===== config.mk =====
export PLATFORM = sky130hd
export DESIGN_NAME = adc_capture_ctrl
export DESIGN_NICKNAME = d
export VERILOG_FILES = /design/src/rtl/adc_capture_ctrl.sv
export SDC_FILE = /design/constraint.sdc
export NUM_CORES = 1
export LEC_CHECK = 0
export ABC_CLOCK_PERIOD_IN_PS = 8000
export BUFFER_PORTS_ARGS = -buffer_cell sky130_fd_sc_hd__buf_2
export CAP_MARGIN = 20
export CORE_UTILIZATION = 39
export DETAILED_ROUTE_END_ITERATION = 10
export PLACE_DENSITY_LB_ADDON = 0.12
export SYNTH_ARGS = -nofsm -noshare
export SYNTH_HDL_FRONTEND = slang
export SYNTH_SLANG_ARGS = --single-unit

===== constraint.sdc =====
create_clock -name clk -period 8 [get_ports clk]
set_clock_uncertainty 0.05 [all_clocks]
set_input_delay 1.6 -clock clk [delete_from_list [all_inputs] [get_ports clk]]
set_output_delay 1.6 -clock clk [all_outputs]
set_load 0.02 [all_outputs]

===== src/rtl/adc_capture_ctrl.sv =====
// Capture sequencer for the DSO ADC front end: sample strobe, circular pre/post
// trigger buffer addressing, trigger selection and bank handoff to SPI readout.
module adc_capture_ctrl #(
   parameter int DEPTH  = 11,
   parameter int DEL_W  = 24,
   parameter int NCH    = 4,
   parameter int CH_W   = 2,
   parameter int AUTO_W = 16
) (
   input  logic              clk,
   input  logic              rst_n,
   input  logic [DEL_W-1:0]  sample_divider,
   input  logic [1:0]        mode,
   input  logic [DEPTH-1:0]  pre_count,
   input  logic [AUTO_W-1:0] auto_timeout,
   input  logic [NCH-1:0]    trigger_req,
   input  logic [CH_W-1:0]   trig_sel,
   input  logic              arm,
   input  logic              ready,
   output logic              valid,
   output logic [DEPTH-1:0]  mem_addr,
   output logic              mem_en,
   output logic [DEPTH-1:0]  trig_addr,
   output logic [DEPTH-1:0]  start_addr,
   output logic              bank_sel,
   output logic [2:0]        trigger_state,
   output logic              waiting_for_trigger,
   output logic              triggered,
   output logic              auto_fired
);

   // state     | meaning
   // IDLE      | single mode, capture done; waits for arm
   // PREBUF    | writes the pre_q samples that must precede any trigger
   // WAIT_TRIG | circular writes until the trigger condition on a strobe
   // FILL      | writes the N-1-pre_q post-trigger samples
   // READ      | bank complete, valid high until ready
   typedef enum logic [2:0] {
      IDLE      = 3'd0,
      PREBUF    = 3'd1,
      WAIT_TRIG = 3'd2,
      FILL      = 3'd3,
      READ      = 3'd4
   } state_t;

   state_t             state, state_d;
   logic [DEL_W-1:0]   div_q;
   logic [NCH-1:0]     req_q;
   logic [DEPTH-1:0]   addr, addr_d;
   logic [DEPTH-1:0]   pre_cnt, pre_cnt_d;
   logic [DEPTH-1:0]   pre_q, pre_q_d;
   logic               pre_ld, pre_ld_d;
   logic [DEPTH-1:0]   post_cnt, post_cnt_d;
   logic [AUTO_W-1:0]  auto_cnt, auto_cnt_d;
   logic [DEPTH-1:0]   trig_addr_d;
   logic               bank_sel_d;
   logic               auto_fired_d;

   logic               sample_strobe;
   logic               sel_req;
   logic               auto_term;
   logic               trigger_flag;
   logic [DEPTH-1:0]   pre_eff;
   logic [DEPTH-1:0]   post_tgt;
   logic [DEPTH-1:0]   addr_inc;
   logic [DEPTH-1:0]   pre_cnt_inc;
   logic [DEPTH-1:0]   post_cnt_inc;

   always_ff @(posedge clk or negedge rst_n) begin
      if (!rst_n) begin
         div_q <= '0;
         req_q <= '0;
      end else begin
         div_q <= (div_q == '0) ? sample_divider : div_q - 1'b1;
         req_q <= trigger_req;
      end
   end

   assign sample_strobe = (div_q == '0);

   always_comb begin
      sel_req = 1'b0;
      for (int i = 0; i < NCH; i++) begin
         if (trig_sel == CH_W'(i)) sel_req = req_q[i];
      end
   end

   assign auto_term    = (mode == 2'd1) && (auto_cnt == auto_timeout);
   assign trigger_flag = sel_req | (mode == 2'd2) | auto_term;
   // pre_count is latched on the first PREBUF cycle, so that cycle uses it directly
   assign pre_eff      = pre_ld ? pre_count : pre_q;
   assign post_tgt     = ~pre_q;
   assign addr_inc     = addr + 1'b1;
   assign pre_cnt_inc  = pre_cnt + 1'b1;
   assign post_cnt_inc = post_cnt + 1'b1;

   always_ff @(posedge clk or negedge rst_n) begin
      if (!rst_n) begin
         state      <= PREBUF;
         addr       <= '0;
         pre_cnt    <= '0;
         pre_q      <= '0;
         pre_ld     <= 1'b1;
         post_cnt   <= '0;
         auto_cnt   <= '0;
         trig_addr  <= '0;
         bank_sel   <= 1'b0;
         auto_fired <= 1'b0;
      end else begin
         state      <= state_d;
         addr       <= addr_d;
         pre_cnt    <= pre_cnt_d;
         pre_q      <= pre_q_d;
         pre_ld     <= pre_ld_d;
         post_cnt   <= post_cnt_d;
         auto_cnt   <= auto_cnt_d;
         trig_addr  <= trig_addr_d;
         bank_sel   <= bank_sel_d;
         auto_fired <= auto_fired_d;
      end
   end

   always_comb begin
      state_d      = state;
      addr_d       = addr;
      pre_cnt_d    = pre_cnt;
      pre_q_d      = pre_q;
      pre_ld_d     = pre_ld;
      post_cnt_d   = post_cnt;
      auto_cnt_d   = auto_cnt;
      trig_addr_d  = trig_addr;
      bank_sel_d   = bank_sel;
      auto_fired_d = auto_fired;
      mem_en       = 1'b0;
      valid        = 1'b0;
      case (state)
         IDLE: begin
            if (arm) begin
               state_d   = PREBUF;
               addr_d    = '0;
               pre_cnt_d = '0;
               pre_ld_d  = 1'b1;
            end
         end
         PREBUF: begin
            if (pre_ld) begin
               pre_q_d  = pre_count;
               pre_ld_d = 1'b0;
            end
            if (pre_cnt == pre_eff) begin
               state_d    = WAIT_TRIG;
               auto_cnt_d = '0;
            end else if (sample_strobe) begin
               mem_en    = 1'b1;
               addr_d    = addr_inc;
               pre_cnt_d = pre_cnt_inc;
               if (pre_cnt_inc == pre_eff) begin
                  state_d    = WAIT_TRIG;
                  auto_cnt_d = '0;
               end
            end
         end
         WAIT_TRIG: begin
            if (sample_strobe) begin
               mem_en = 1'b1;
               addr_d = addr_inc;
               if (trigger_flag) begin
                  state_d      = FILL;
                  trig_addr_d  = addr;
                  post_cnt_d   = '0;
                  auto_fired_d = auto_term & ~sel_req & (mode != 2'd2);
               end else if (auto_cnt != '1) begin
                  auto_cnt_d = auto_cnt + 1'b1;
               end
            end
         end
         FILL: begin
            // leave on the last write so valid follows it by one cycle
            if (post_cnt == post_tgt) begin
               state_d = READ;
            end else if (sample_strobe) begin
               mem_en     = 1'b1;
               addr_d     = addr_inc;
               post_cnt_d = post_cnt_inc;
               if (post_cnt_inc == post_tgt) state_d = READ;
            end
         end
         READ: begin
            valid = 1'b1;
            if (ready) begin
               bank_sel_d = ~bank_sel;
               if (mode == 2'd3) begin
                  state_d = IDLE;
               end else begin
                  state_d   = PREBUF;
                  addr_d    = '0;
                  pre_cnt_d = '0;
                  pre_ld_d  = 1'b1;
               end
            end
         end
         default: begin
            state_d   = PREBUF;
            addr_d    = '0;
            pre_cnt_d = '0;
            pre_ld_d  = 1'b1;
         end
      endcase
   end

   assign mem_addr            = addr;
   assign start_addr          = trig_addr - pre_q;
   assign trigger_state       = state;
   assign waiting_for_trigger = (state == WAIT_TRIG);
   assign triggered           = (state == FILL) || (state == READ);

endmodule


**After elaboration in Yosys (flattened, before gate mapping)**

Cells that the tools add are included.

- Add/subtract/negate cells: 6
- Multipliers: 0
- Divide/modulo/power cells: 0
- Order comparisons: 0
- Eq/ne operators: 32
- Shift operators: 0
- Multiplexer cells: 49
- Bitwise operators: 8
- Reductions and logical operators: 16

Operators by type and width:

| cell | number |
|---|---|
| $mux 11 | 13 |
| $mux 16 | 6 |
| $pmux 11 s5 | 1 |
| $eq 11x11->1 | 4 |
| $pmux 11 s4 | 1 |
| $add 11x1->11 const B | 3 |
| $pmux 16 s2 | 1 |
| $mux 3 | 10 |
| $logic_not 24->1 | 1 |
| $mux 24 | 1 |
| $sub 24x1->24 const B | 1 |
| $pmux 11 s2 | 1 |
| $ne 2x2->1 const B | 9 |
| $add 16x1->16 const B | 1 |
| $eq 16x16->1 | 1 |
| $ne 16x16->1 const B | 1 |
| $pmux 3 s5 | 1 |
| $mux 1 | 12 |
| $ne 3x3->1 const B | 4 |
| $reduce_and 6->1 | 2 |
| $not 11->11 | 1 |
| $sub 11x11->11 | 1 |
| $reduce_and 5->1 | 2 |
| $eq 2x2->1 const B | 4 |
| 20 further kinds | 29 |

- Bits in registers: 105
- Latch bits: 0
- Memory bits (writable): 0
- Bits in read-only memories: 0
- Input bits: 63
- Output and inout bits: 42
- Logic and storage cells: 123
- Memories: 0

**Longest topological paths before layout**

Gate-level depths: netlist of the first run.

- Word-level depth: 10
- Mapped depth: 12
- Mapped depth without buffers: 11

**Worst setup path before layout of the first run**

OpenSTA, ideal clock, no wires.

- Path type: input-to-output
- From: in pre_count[8]
- To: out mem_en
- Data arrival time: 3.017 ns
- Data required time: 6.350 ns
- Slack: 3.333 ns
- Stages on the path: 6
- Path buffers: 0
- Cells stage by stage: mux2i_1 -> xnor2_1 -> nor4_1 -> nand3_1 -> a22oi_1 -> nor3_1

- Longest elaborated chain between the ends: 4

Ends and longest elaborated chain:

| element | line | RTL |
|---|---|---|
| start, declared | 14 | `input logic [DEPTH-1:0] pre_count,` |
| $mux 11 | -- |  |
| $eq 11x11->1 | 150 | `if (pre_cnt == pre_eff) begin` |
| $mux 1 | 150 |  |
| $pmux 1 s3 | 136 | `case (state)` |
| end, declared | 22 | `output logic mem_en,` |

Every way passes these cells.

**Worst setup path in the final report of the first run**

Same ends and word-level chain as after synthesis.

==> impl_metrics.yaml, run 1 <==
status:
  status: "finished, final reports clean"
timing:
  drv_slew: 0
  rsz0062_at_grt: "no"
  min_period_ns: 5.27
  max-slew-margin-rel_pct: 36.0
  worst_pin_slew_ns: 0.960
  setup_violations: 0
  finalHoldViolCount: 0
  period_share_pct: 65.9
  timing.fmax_mhz: 190
  layout_setup_ws_ns: 2.73
  finalSetupTns_ns: 0
  hold-worst-slack_ns: 0.424
pwr:
  p_switching_mw: 0.288
  clkPwrFrac_pct: 39.2
  power.internal_mw: 0.861
  ir_worst_vdd_v: 0.000100
  power_density_nw_per_um2: 152
  switching_share_pct: 25.1
  p_comb_share_pct: 8.9
  p_leak_nw: 3.35
  seqPwrFrac_pct: 51.8
detailed_routing:
  via_per_inst: 5.51
  met2_length_um: 8040
  drc_errors: 0
  drtIter0Drc: 381
  drt-met1-wl_um: 8240
  drt_wl_total_um: 17500
  vias: 5815
  top_layer: "met4"
  post_drt_wl_per_cell_um: 16.6
  wl_met3_um: 941
  dr.pass1.iters: 5
  postRouteAntennaNets: 0
worst_setup_path:
  cp_slowest_cell: "nor4_1"
  cp.required_ns: 6.35
  crit_path_cell_trace: "buf_2 > mux2i_1 > xnor2_1 > nor4_1 > nand3_1 > a22oi_1 > nor3_1 > buf_2"
  cp.arrival_ns: 3.62
  worstSetupPathType: "input pin to primary output"
  cp-start-kind: "input pin"
  cp_slowest_stage_delay_ns: 0.50
  crit_buf_inv: 2
  cpMostUsedCell: "buf_2"
  cp-end-kind: "primary output"
  path_max_fanout: 6
  path_delay_family: "simple AND/OR/NAND/NOR gates"
synth:
  yosysUniqueCellTypes: 66
  avgSynthCellArea_um2: 8.84
  synth_seq_area_share_pct: 39.7
  synth_most_common_cell: "dfrtp_1"
  yosys.area.top_type: "dfrtp_1"
  synth-edff-count: 0
  synth_ff_type: "dfrtp_1"
  synth_area_um2: 6620
  async_flop_share_pct: 100
  synth_top_area_share_pct: 38.9
  postSynthCellCount: 749
  ys_ff_latch: 105
  yosysWarnings: 0
  synth_commonest_cells: "dfrtp_1 (103), nor2_1 (75), nand2_1 (62)"
  synth_area_leaders: "dfrtp_1 (39%), xnor2_1 (7.0%), xor2_1 (4.6%)"
  syn_nets: 828
final_layout:
  drive_gt1_share_pct: 17.9
  stdcell_count: 1056
  syn_to_final_growth_pct: 14.4
  postLayoutCoreUtil_pct: 45.7
  final_nets: 910
  num_antenna_cells: 0
clocking:
  clk_path_buf_depth: 2
  cts_tree: "yes"
  insertion_delay_ns: 0.35
  clock-root-buffer: "clkbuf_16"
  post_cts_resized: 0
  numCtsBuffers: 9
  hold_buffers: 0
  cts_setup_buffers: 0
  clock_sinks: 105
  path_clk_slew_ns: 0.07
  cts_htree_levels: 3
floorplanning:
  ios: 105
  coreArea_um2: 16600
  die_w_um: 132
  initial_core_util_pct: 39.9
  dieArea_um2: 17500
  fp.dieH_um: 132
  rows: 47
place:
  hpwl_um: 13400
  place_ws_ns: 2.76
  port-buffer-count: 104
  dp_cells: 1039
  gp_congestion: 0.868
global_route:
  globalRouteOverflowTotal: 0
  antenna_found_initial: 0
  grt_max_degree: 63
  grt_pass1_vias: 5568
  grt_pass1_wl_um: 28800
  grt_usage_pct: 20.8
min_path:
  hp-class: "flop to flop"
run:
  maxCapViolCount: 0
==> layer usage <==
metal / vias up / global-route usage [%]
met5: - / 0
met4: 0 / 7.60
met3: 19 / 3.42
met2: 155 / 32.9
met1: 2839 / 28.7
li1: 2802 / -
==> layout make-up <==
cell class                      count  area [um^2]
Timing Repair Buffer              106          538
Clock buffer                        9          225
Multi-Input combinational cell    573         3700
Clock inverter                      7         71.3
Inverter                           36          135
Sequential cell                   105         2630
Tap cell                          220          275
Fill cell                        1682         9010
==> logic make-up (layout without fill, tap and decap cells) <==
family / Yosys count / in the layout / synth area share [%]
AND/OR/NAND/NOR: 278 / 278 / 20.7
XOR/XNOR: 88 / 88 / 11.6
multiplexers: 30 / 30 / 4.99
AO/OA/AOI/OAI: 161 / 161 / 15.4
flip-flops: 105 / 105 / 39.7
adder cells (fa/ha/maj): 16 / 16 / 3.14
buffers and inverters: 71 / 158 / 4.40
==> flip-flops by register name, indices dropped and copies added (netlist names) <==
name and count:
auto_cnt 16, auto_fired 1, bank_sel 1, div_q 24, mem_addr 11, post_cnt 11
pre_cnt 11, pre_ld 1, pre_q 11, req_q 4, trig_addr 11, trigger_state 3
==> final timing paths <==
path,start,end,slack (ns),cells past startpoint
min in group asynchronous,rst_n,pre_cnt[10],1.19,1
worst min register to register,bank_sel,bank_sel,0.42,1
worst max register to register,pre_ld,auto_cnt[0],4.17,8
worst max-delay path,pre_count[8],mem_en,2.73,8
max in group asynchronous,rst_n,div_q[2],5.47,2
worst min-delay path,bank_sel,bank_sel,0.42,1
==> power by group through the flow <==
| stage | clock (mW) | sequential [mW] | combinational (mW) |
|---|---|---|---|
| 2_1_floorplan | 0 | 0.597 | 0.0654 |
| 4_1_cts | 0.466 | 0.595 | 0.105 |
| 3_5_place_dp | 0 | 0.605 | 0.105 |
| 6_report | 0.450 | 0.595 | 0.103 |
| 3_3_place_gp | 0 | 0.603 | 0.101 |
| 5_1_grt | 0.487 | 0.601 | 0.118 |
==> cells in the final DEF (no fill, tap or decap), types with 12 or more instances in the layout <==
| master | count |
|---|---|
| nand2_1 | 62 |
| inv_1 | 35 |
| nor3_1 | 33 |
| o21ai_1 | 14 |
| a21oi_1 | 41 |
| nor2_1 | 75 |
| o21a_1 | 12 |
| mux2_2 | 12 |
| dfrtp_1 | 103 |
| o31ai_1 | 12 |
| buf_2 | 103 |
| nand3_1 | 25 |
| mux2i_1 | 15 |
| ha_1 | 15 |
| nand4_1 | 13 |
| xor2_1 | 35 |
| xnor2_1 | 53 |
| o21ai_0 | 34 |
==> through the flow <==
| step | cell area, um^2 | total power [mW] |
|---|---|---|
| 4_1_cts | 7560 | 1.17 |
| 6_report | 7570 | 1.15 |
| 3_3_place_gp | 7270 | 0.703 |
| 2_1_floorplan | 6620 | 0.663 |
| 3_5_place_dp | 7270 | 0.710 |
| 5_1_grt | 7570 | 1.21 |
==> worst register-to-register path: stages (launching register included) <==
cell and delay (ns):
dfstp_2 0.79, mux2i_1 0.48, xnor2_1 0.12, nor4_1 0.50, nand3_1 0.38, a21oi_1 0.22
a2bb2o_1 0.33, a31oi_4 0.46, mux2_1 0.37
Power figures use the tool's default switching activity.
==> run 2: changes to the inputs <==
Settings changed: ABC_CLOCK_PERIOD_IN_PS 8000 to 4650.
Clock period 8 ns to 4.65 ns, I/O delays scaled along.
==> impl_metrics.yaml, run 2 (synthesized netlist as in run 1, its figures left out) <==
timing:
  worst_pin_slew_ns: 0.862
  finalSetupTns_ns: 0
  min_period_ns: 4.16
  finalHoldViolCount: 0
  layout_setup_ws_ns: 0.488
  drv_slew: 0
  timing.fmax_mhz: 240
  setup_violations: 0
  period_share_pct: 89.5
  max-slew-margin-rel_pct: 42.3
  rsz0062_at_grt: "no"
place:
  place_ws_ns: 0.709
  dp_cells: 1042
  port-buffer-count: 104
  hpwl_um: 13300
  gp_congestion: 0.880
clocking:
  insertion_delay_ns: 0.36
  post_cts_resized: 0
  clock_sinks: 105
  numCtsBuffers: 9
  cts_htree_levels: 3
  cts_setup_buffers: 0
  cts_tree: "yes"
  path_clk_slew_ns: 0.07
  clk_path_buf_depth: 2
  clock-root-buffer: "clkbuf_16"
  hold_buffers: 0
floorplanning:
  die_w_um: 132
  fp.dieH_um: 132
  coreArea_um2: 16600
  initial_core_util_pct: 39.9
  dieArea_um2: 17500
  ios: 105
  rows: 47
worst_setup_path:
  path_max_fanout: 13
  cp_slowest_cell: "dfstp_2"
  cp.required_ns: 3.67
  cp.depth: 7
  cp.arrival_ns: 3.18
  crit_buf_inv: 1
  reg2reg_depth: 8
  cp_slowest_stage_delay_ns: 0.78
  path_delay_family: "simple AND/OR/NAND/NOR gates"
  r2r-start: "pre_ld"
  crit_path_cell_trace: "mux2i_1 > xnor2_1 > nor4_1 > nand3_1 > a22oi_1 > nor3_1 > buf_2"
  cp-start-kind: "flop"
  crit_path_end: "mem_en"
  startpoint: "pre_ld"
  reg2reg_to: "auto_cnt[0]"
  worstSetupPathType: "flop to primary output"
  r2r_setup_slack_ns: 0.82
  cp-end-kind: "primary output"
pwr:
  clkPwrFrac_pct: 39.9
  p_total_mw: 2.00
  seqPwrFrac_pct: 51.2
  switching_share_pct: 24.8
  p_switching_mw: 0.495
  p_comb_share_pct: 8.8
  ir_worst_vdd_v: 0.000186
  power.internal_mw: 1.50
  power_density_nw_per_um2: 263
  p_leak_nw: 3.37
final_layout:
  top_regs: "div_q x24, auto_cnt x16"
  drive_gt1_share_pct: 18.0
  final_nets: 912
  regMostFlops: "div_q"
  largest_register_ffs: 24
  syn_to_final_growth_pct: 14.7
  layout_common_cells: "dfrtp_1 (103), buf_2 (103), nor2_1 (75)"
  stdcell_count: 1058
  num_antenna_cells: 0
detailed_routing:
  vias: 5689
  drc_errors: 0
  postRouteAntennaNets: 0
  via_per_inst: 5.38
  post_drt_wl_per_cell_um: 16.4
  drtIter0Drc: 278
  dr.pass1.iters: 4
  drt_wl_total_um: 17300
run:
  maxCapViolCount: 0
global_route:
  grt_pass1_wl_um: 28900
  globalRouteOverflowTotal: 0
  grt_usage_pct: 20.9
  grt_max_degree: 47
  antenna_found_initial: 0
  grt_pass1_vias: 5509
status:
  status: "finished, final reports clean"
min_path:
  hp-class: "flop to flop"
[run 2: area by class of cell]
type,instances,area [um^2]
fillers,1694,8990
clock inverters,5,61.3
repair buffers,108,553
clock buffers,11,243
multi-input cells,573,3700
flip-flops and latches,105,2630
well taps,220,275
inverters,36,135
[run 2: worst min-delay path by stage]
stage	end	slack [ns]	cells after the start	start
2_1_floorplan	post_cnt[10]	0.42	1	post_cnt[10]
3_3_place_gp	bank_sel	0.40	1	bank_sel
3_5_place_dp	bank_sel	0.41	1	bank_sel
4_1_cts	bank_sel	0.43	1	bank_sel
5_1_grt	bank_sel	0.46	1	bank_sel
6_report	bank_sel	0.42	1	bank_sel
[run 2: per-layer routing]
metal  GRT usage (%)  wire length, um  vias to the layer above
met4            5.68              199                        0
met1            28.9             8130                     2744
met2            33.4             8130                      126
met5               0                0                        -
li1                -                -                     2805
met3            4.23              859                       14
[run 2: through the flow]
| step | hold slack [ns] | util [%] | area (um^2) |
|---|---|---|---|
| floorplan | 0.423 | - | 6620 |
| global placement | 0.404 | 44.0 | 7290 |
| detailed placement | 0.412 | 44.0 | 7290 |
| CTS | 0.427 | 45.8 | 7590 |
| global route | 0.457 | 45.8 | 7590 |
| finish | 0.424 | 45.8 | 7590 |
[run 2: worst register-to-register path, cell delays in order, from the launching register on]
cell and delay [ns]:
dfstp_2 0.78, mux2i_1 0.48, xnor2_1 0.12, nor4_1 0.51, nand3_1 0.40, a21oi_1 0.22
a2bb2o_1 0.33, a31oi_4 0.46, mux2_1 0.38
[run 2: power groups by stage]
stage / combinational, mW / clock [mW] / sequential, mW
5_1_grt: 0.201 / 0.850 / 1.03
2_1_floorplan: 0.113 / 0 / 1.03
4_1_cts: 0.182 / 0.817 / 1.02
6_report: 0.177 / 0.798 / 1.02
3_5_place_dp: 0.181 / 0 / 1.04
3_3_place_gp: 0.174 / 0 / 1.04
==> run 3: changes to the inputs <==
--- a/constraint.sdc
+++ b/constraint.sdc
@@ -3,3 +3,3 @@
 set_input_delay 0.93 -clock clk [delete_from_list [all_inputs] [get_ports clk]]
 set_output_delay 0.93 -clock clk [all_outputs]
-set_load 0.02 [all_outputs]
+set_load 0.05 [all_outputs]
==> impl_metrics.yaml, run 3 (synthesized netlist as in run 1, its figures left out) <==
status:
  status: "finished, final reports clean"
min_path:
  min_to: "bank_sel"
  hp-start: "bank_sel"
  min_path_cells: 1
  hp-class: "flop to flop"
timing:
  timing.fmax_mhz: 238
  finalHoldViolCount: 0
  rsz0062_at_grt: "no"
  worst_pin_slew_ns: 0.976
  min_period_ns: 4.20
  period_share_pct: 90.2
  finalSetupTns_ns: 0
  setup_violations: 0
  max-slew-margin-rel_pct: 34.7
  drv_slew: 0
worst_setup_path:
  r2r-start: "pre_ld"
  path_max_fanout: 11
  reg2reg_depth: 8
  cp-end-kind: "primary output"
  cp.arrival_ns: 3.22
  cp-start-kind: "flop"
  r2r_setup_slack_ns: 0.80
  reg2reg_to: "auto_cnt[0]"
  startpoint: "div_q[2]"
  worstSetupPathType: "flop to primary output"
  cp.required_ns: 3.67
detailed_routing:
  vias: 5669
  postRouteAntennaNets: 0
  drt_wl_total_um: 17300
  post_drt_wl_per_cell_um: 16.4
  via_per_inst: 5.36
  drtIter0Drc: 249
  drc_errors: 0
  dr.pass1.iters: 4
floorplanning:
  die_w_um: 132
  dieArea_um2: 17500
  ios: 105
  coreArea_um2: 16600
  fp.dieH_um: 132
  rows: 47
  initial_core_util_pct: 39.9
clocking:
  numCtsBuffers: 9
  cts_setup_buffers: 0
  hold_buffers: 0
  post_cts_resized: 0
  cts_htree_levels: 3
  insertion_delay_ns: 0.35
  clk_path_buf_depth: 2
  path_clk_slew_ns: 0.07
  cts_tree: "yes"
  clock-root-buffer: "clkbuf_16"
  clock_sinks: 105
final_layout:
  regArea_um2: 2630
  largest_register_ffs: 24
  regMostFlops: "div_q"
  multi_input_area_um2: 3700
  final_nets: 912
  top_regs: "div_q x24, auto_cnt x16"
  syn_to_final_growth_pct: 15.0
  postLayoutCellArea_um2: 7610
  num-fill-cells: 1645
  drive_gt1_share_pct: 18.0
  layout_common_cells: "dfrtp_1 (103), buf_2 (103), nor2_1 (75)"
  num_antenna_cells: 0
place:
  port-buffer-count: 104
  dpl_cell_area_um2: 7290
  gp_congestion: 0.875
  hpwl_um: 13200
global_route:
  globalRouteOverflowTotal: 0
  grt_pass1_vias: 5551
  grt_usage_pct: 20.6
  grt_pass1_wl_um: 28700
  grt_max_degree: 45
  antenna_found_initial: 0
pwr:
  p_leak_nw: 3.38
  power_density_nw_per_um2: 263
  ir_worst_vdd_v: 0.000173
run:
  maxCapViolCount: 0
==> run 3: per-stage QoR <==
step,power [mW],utilization [%],instances,hold slack [ns],worst slack (ns)
detailed placement,1.22,44.0,1042,0.423,0.654
CTS,2.03,45.9,1058,0.437,0.404
finish,2.00,45.9,1058,0.433,0.455
global placement,1.21,44.0,1042,0.404,0.684
floorplan,1.14,-,749,0.423,0.0999
global route,2.10,45.9,1058,0.469,0.166
==> run 3: how the worst max path moves through the flow <==
stage | to | slack (ns)
6_report | mem_en | 0.45
5_1_grt | mem_en | 0.17
3_5_place_dp | mem_en | 0.65
3_3_place_gp | mem_en | 0.68
4_1_cts | mem_en | 0.40
2_1_floorplan | start_addr[9] | 0.1
==> run 3: final cells by class <==
type                    instances  area share [%]
multi-input cells             573            48.6
flip-flops and latches        105            34.6
repair buffers                108            7.27
well taps                     220            3.62
clock buffers                  13            3.55
inverters                      36            1.78
clock inverters                 3           0.625
==> run 3: report_power, final <==
group,switching (mW),internal [mW],leakage [nW]
registers,0.0539,0.969,1.31
clock network,0.340,0.464,0.156
logic,0.0805,0.0952,1.91
==> run 3: routing by layer <==
layer  part of all wire (%)  vias up  GRT usage (%)
li1                       -     2803              -
met1                     48     2729           28.0
met2                     47      121           34.3
met3                    4.3       16           3.08
met4                    1.2        0           5.49
met5                      0        -              0
==> run 3: critical path, cell delays in order, from the launching register on <==
cell     delay, ns
dfrtp_1       0.42
or3_1         0.42
or3b_1        0.48
or3_1         0.56
or2_1         0.43
nor3_1        0.24
buf_2         0.32
